File: src/rtl/led_pkg.sv
`default_nettype none
// ============================================================================
// Module      : led_pkg
// Description : Shared types and helpers for the LED indicator controller.
// Revision    : 1.0 - initial release
// ============================================================================
package led_pkg;

    typedef enum logic [1:0] {
        LED_OFF   = 2'd0,
        LED_ON    = 2'd1,
        LED_BLINK = 2'd2,
        LED_ACT   = 2'd3
    } led_mode_e;

    typedef enum logic {
        ST_LAMP = 1'b0,
        ST_RUN  = 1'b1
    } led_state_e;

    // Out-of-range divider selects saturate at the prescaler MSB.
    function automatic int clamp_sel(input int d, input int cnt_w);
        return (d >= cnt_w) ? (cnt_w - 1) : d;
    endfunction

endpackage : led_pkg
`default_nettype wire

File: src/rtl/led_stretch.sv
`default_nettype none
// ============================================================================
// Module      : led_stretch
// Description : Retriggerable activity pulse stretcher for one LED channel.
// Revision    : 1.0 - initial release
// ============================================================================
module led_stretch #(
    parameter int CNT_W = 27,
    parameter int EXP_W = 5
) (
    input  logic             clk,
    input  logic             rst_n,
    input  logic             i_run,
    input  logic             i_act,
    input  logic             i_event,
    input  logic [EXP_W-1:0] i_exp,
    output logic             o_term
);

    localparam logic [CNT_W-1:0] c_one = {{(CNT_W-1){1'b0}}, 1'b1};

    logic [CNT_W-1:0] r_stretch;
    logic [CNT_W-1:0] w_load;

    assign w_load = c_one << i_exp;

    always_ff @(posedge clk or negedge rst_n) begin
        if (!rst_n) begin
            r_stretch <= '0;
        end else if (!(i_run && i_act)) begin
            r_stretch <= '0;
        end else if (i_event) begin
            r_stretch <= w_load;
        end else if (r_stretch != '0) begin
            r_stretch <= r_stretch - c_one;
        end
    end

    // The event term bypasses the counter so the LED lights on the sampling edge.
    assign o_term = i_event | (r_stretch != '0);

endmodule : led_stretch
`default_nettype wire

File: src/rtl/led_indicator.sv
`default_nettype none
// ============================================================================
// Module      : led_indicator
// Description : N-channel LED controller (OFF/ON/BLINK/ACTIVITY) with lamp test.
// Revision    : 1.0 - initial release
// ============================================================================
module led_indicator
    import led_pkg::*;
#(
    parameter int NCH    = 4,
    parameter int CNT_W  = 27,
    parameter int SEL_W  = 5,
    parameter int LAMP_W = 24
) (
    input  logic                 i_sys_clk,
    input  logic                 i_sys_rst_n,
    input  logic [2*NCH-1:0]     i_mode,
    input  logic [SEL_W*NCH-1:0] i_div_sel,
    input  logic [NCH-1:0]       i_event,
    output logic [NCH-1:0]       o_led,
    output logic                 o_lamp_done
);

    localparam int EXP_W = (CNT_W > 1) ? $clog2(CNT_W) : 1;

    led_state_e        r_state;
    logic [CNT_W-1:0]  r_cnt;
    logic [LAMP_W-1:0] r_lamp_cnt;
    logic [NCH-1:0]    r_led;
    logic              r_lamp_done;

    logic              w_run;
    logic [NCH-1:0]    w_act_term;
    logic [NCH-1:0]    w_next;

    assign w_run = (r_state == ST_RUN);

    generate
        for (genvar gi = 0; gi < NCH; gi++) begin : g_ch
            logic [SEL_W-1:0] w_sel;
            logic [EXP_W-1:0] w_exp;
            led_mode_e        w_mode;

            assign w_sel  = i_div_sel[SEL_W*gi +: SEL_W];
            assign w_exp  = EXP_W'(clamp_sel(int'(w_sel), CNT_W));
            assign w_mode = led_mode_e'(i_mode[2*gi +: 2]);

            led_stretch #(
                .CNT_W (CNT_W),
                .EXP_W (EXP_W)
            ) u_stretch (
                .clk     (i_sys_clk),
                .rst_n   (i_sys_rst_n),
                .i_run   (w_run),
                .i_act   (w_mode == LED_ACT),
                .i_event (i_event[gi]),
                .i_exp   (w_exp),
                .o_term  (w_act_term[gi])
            );

            assign w_next[gi] = (w_mode == LED_ON)
                              | ((w_mode == LED_BLINK) & r_cnt[w_exp])
                              | ((w_mode == LED_ACT)   & w_act_term[gi]);
        end
    endgenerate

    always_ff @(posedge i_sys_clk or negedge i_sys_rst_n) begin
        if (!i_sys_rst_n) begin
            r_state     <= ST_LAMP;
            r_cnt       <= '0;
            r_lamp_cnt  <= '0;
            r_led       <= '0;
            r_lamp_done <= 1'b0;
        end else begin
            r_cnt <= r_cnt + 1'b1;
            case (r_state)
                ST_LAMP: begin
                    r_lamp_cnt <= r_lamp_cnt + 1'b1;
                    r_led      <= '1;
                    if (r_lamp_cnt == '1) begin
                        r_state     <= ST_RUN;
                        r_lamp_done <= 1'b1;
                    end
                end
                ST_RUN: begin
                    r_led <= w_next;
                end
                default: begin
                    r_state <= ST_LAMP;
                end
            endcase
        end
    end

    assign o_led       = r_led;
    assign o_lamp_done = r_lamp_done;

endmodule : led_indicator
`default_nettype wire

File: config.mk
export PLATFORM = sky130hd
export DESIGN_NAME = led_indicator
export DESIGN_NICKNAME = d
export VERILOG_FILES = /design/src/rtl/led_pkg.sv /design/src/rtl/led_stretch.sv /design/src/rtl/led_indicator.sv
export SDC_FILE = /design/constraint.sdc
export NUM_CORES = 1
export LEC_CHECK = 0
export BUFFER_PORTS_ARGS = -buffer_cell sky130_fd_sc_hd__buf_4
export CAP_MARGIN = 20
export CORE_MARGIN = 1.5
export CORE_UTILIZATION = 35
export CTS_BUF_LIST = sky130_fd_sc_hd__clkbuf_8 sky130_fd_sc_hd__clkbuf_16
export DETAILED_ROUTE_END_ITERATION = 10
export PLACE_DENSITY = 0.5
export SYNTH_ARGS = -nofsm -noshare
export SYNTH_HDL_FRONTEND = slang
export SYNTH_HIERARCHICAL = 1
export SYNTH_SLANG_ARGS = --single-unit
File: constraint.sdc
create_clock -name i_sys_clk -period 2.8 [get_ports i_sys_clk]
set_clock_uncertainty 0.15 [all_clocks]
set_input_delay 0.84 -clock i_sys_clk [delete_from_list [all_inputs] [get_ports i_sys_clk]]
set_output_delay 0.84 -clock i_sys_clk [all_outputs]
set_load 0.005 [all_outputs]
==> qor.csv <==
metric;value;unit
crit_slowest_cell;or4_1;
final_nets;1264;
syn_to_final_growth;14.21;%
synth_top_area_share;37.22;%
p_switching;1.380;mW
cts_root_buf;clkbuf_16;
layout-drive-gt1-share;17.87;%
routed_wl;30520;um
syn_area;0.01109;mm2
grt.overflow.total;0;
setup_tns;0;ns
die_y;181.0;um
ir_drop;0.0004311;V
syn-instance-count;1177;
post_drt_via_cell_ratio;5.515;
yosys_register_bits;165;
p_int;3.920;mW
path_class;reg2reg;
tritoncts;yes;
cts_made_buffers;17;
ys_async_sr_fraction;100.0;%
outcome;completed;
switching_share;26.04;%
max_freq;0.3790;GHz
die-area;0.03278;mm2
insertion_delay;0.45;ns
first_pass_iters;5;
hp-class;in2async;
syn_nets;1217;
synth-edff-count;0;
num_rows;65;
hold_violations;0;
rsz0062_at_grt;no;
dpl.hpwl;21930;um
p_leak;5.828;nW
initialDrtViolationCount;721;
synth_ff_type;dfrtp_1;
drtAntennaViolNets;0;
critical_path.max_fanout;3;
yosysUniqueCellTypes;83;
start_util;35.34;%
p_clk_share;46.1;%
gp_congestion;0.8441;
whs;0.1608;ns
pwr-share-seq;44.9;%
p_comb_share;8.9;%
drc;0;
cpLargestDelayFamily;simple AND/OR/NAND/NOR gates;
max-slew-margin-rel;58.97;%
path_cells;or4_1 -> and4bb_1 -> and2_1 -> inv_1 -> nor2b_1 -> o21ai_0 -> a2111oi_0 -> o211a_1 -> a211oi_1;
synth.area.top_cells;dfrtp_1 37%, xnor2_1 7.3%, nor2_1 3.9%;
avgSynthCellArea;9.426;um2
final_common_cell;dfrtp_1;
setup_viol;0;
worst_slew_pin_slew;0.6000;ns
power_density;418.3;mW/mm2
yosysSeqAreaShare;37.22;%
ios;39;
grt_pass1_wl;49400;um
crit_required;2.97;ns
cts.path.max_buffers;2;
path_buf_inv;1;
clkTransAtPathRegs;0.07;ns
core;0.03139;mm2
finalMaxSlewViolations;0;
crit_path_start_kind;register;
port_buffers;38;
cap_violations;0;
cts_num_sinks;165;
mostFrequentLayoutCells;165 x dfrtp_1, 116 x nor2_1, 103 x buf_4;
htreeDepth;4;
grt_pass1_vias;8875;
cp.arrival;2.81;ns
synth_warnings;6;
period_share;94.23;%
grt_max_degree;56;
vias;9039;
antennaDiodeCount;0;
wire_per_inst;18.62;um
fin_crit;2.639;ns
antenna_found_initial;1;
total_power;5.300;mW
cts_setup_buffers;0;
yosys.area.top_type;dfrtp_1;
grtUsageTotal;19.13;%
cp-end-kind;register;
dieWidth;181.0;um
critPathMaxStageDelay;0.53;ns
## logic make-up after synthesis
kind of cell / Yosys count / synth area share [%]
compound gates: 246 / 16.69
buf+inv: 127 / 5.030
xor+xnor: 136 / 10.80
mux: 27 / 3.372
fa+ha+maj: 6 / 0.6766
simple gates: 470 / 26.21
flops: 165 / 37.22
## registers in the layout (all words and copies together) (netlist names)
name	flops
g_ch.u_stretch/r_stretch	108
r_cnt	27
o_lamp_done	1
r_lamp_cnt	24
o_led	4
r_state	1
## routing by layer
| metal | up-vias | part of all wire, % | GRT usage, % |
|---|---|---|---|
| li1 | 4366 | - | - |
| met3 | 31 | 4.0 | 3.648 |
| met5 | - | 0.043 | 0 |
| met1 | 4459 | 48 | 26.93 |
| met2 | 181 | 46 | 29.96 |
| met4 | 2 | 1.4 | 5.300 |
## synthesized netlist by cell type (7+ instances only)
cell type,n
mux2i_1,16
nand2b_1,14
nand4_1,34
a21oi_1,30
o21ai_0,35
a2111oi_0,8
a211oi_1,45
and3_1,13
xnor2_1,92
nand4b_1,9
buf_2,26
a31oi_1,10
and2_1,15
a22oi_1,8
clkbuf_1,40
a211oi_2,12
nand2_1,77
inv_1,44
o211a_1,15
a21o_1,7
nor4_1,13
nand3_1,42
dfrtp_1,165
o22ai_1,7
xor2_1,43
or3_1,16
mux4_2,8
nor2b_1,19
nor3_1,26
nor4_4,13
nor2_1,116
buf_4,11
## power groups by stage
stage,Clock [mW],Sequential [mW],Combinational [mW]
floorplan,0,2.43,0.252
global placement,0,2.43,0.477
detailed placement,0,2.43,0.475
CTS,2.53,2.38,0.477
global route,2.61,2.38,0.525
finish,2.44,2.38,0.474
## final timing paths
path / slack, ns / startpoint / to / cells after the start
worst max register to register: 0.16 / g_ch[3].u_stretch/r_stretch[22]$_DFFE_PN0P_ / o_led[3]$_DFF_PN0_ / 9
worst max-delay path: 0.16 / g_ch[3].u_stretch/r_stretch[22]$_DFFE_PN0P_ / o_led[3]$_DFF_PN0_ / 9
worst min register to register: 0.31 / r_lamp_cnt[23]$_DFFE_PN0N_ / r_lamp_cnt[23]$_DFFE_PN0N_ / 1
worst min-delay path: 0.16 / i_sys_rst_n / g_ch[1].u_stretch/r_stretch[6]$_DFFE_PN0P_ / 1
min in group i_sys_clk: 0.31 / r_lamp_cnt[23]$_DFFE_PN0N_ / r_lamp_cnt[23]$_DFFE_PN0N_ / 1
max in group asynchronous: 1.66 / i_sys_rst_n / r_lamp_cnt[12]$_DFFE_PN0N_ / 2
## layout make-up
| type | instances | area (um2) |
|---|---|---|
| clock inverters | 13 | 148.9 |
| flip-flops and latches | 165 | 4129 |
| inverters | 48 | 180.2 |
| multi-input cells | 885 | 6412 |
| repair buffers | 107 | 844.6 |
| fillers | 3118 | 18720 |
| clock buffers | 19 | 452.9 |
| well taps | 402 | 503.0 |
## through the flow
step                      setup WS [ns]  cell area [um2]  instances  utilization [%]
after floorplan                 0.05339            11090       1177                -
after global placement          0.08996            12060       1607            38.43
after detailed placement        0.05248            12060       1607            38.43
after CTS                        0.1737            12670       1639            40.35
after global routing            0.02869            12670       1639            40.36
final                            0.1614            12670       1639            40.36
## what timing repair did
action,4_1_cts,5_1_grt
endpoints found under the setup margin,0,1
hold buffers,0,0
gates resized for setup,0,1
No activity file was read; power rests on OpenSTA's default activity.
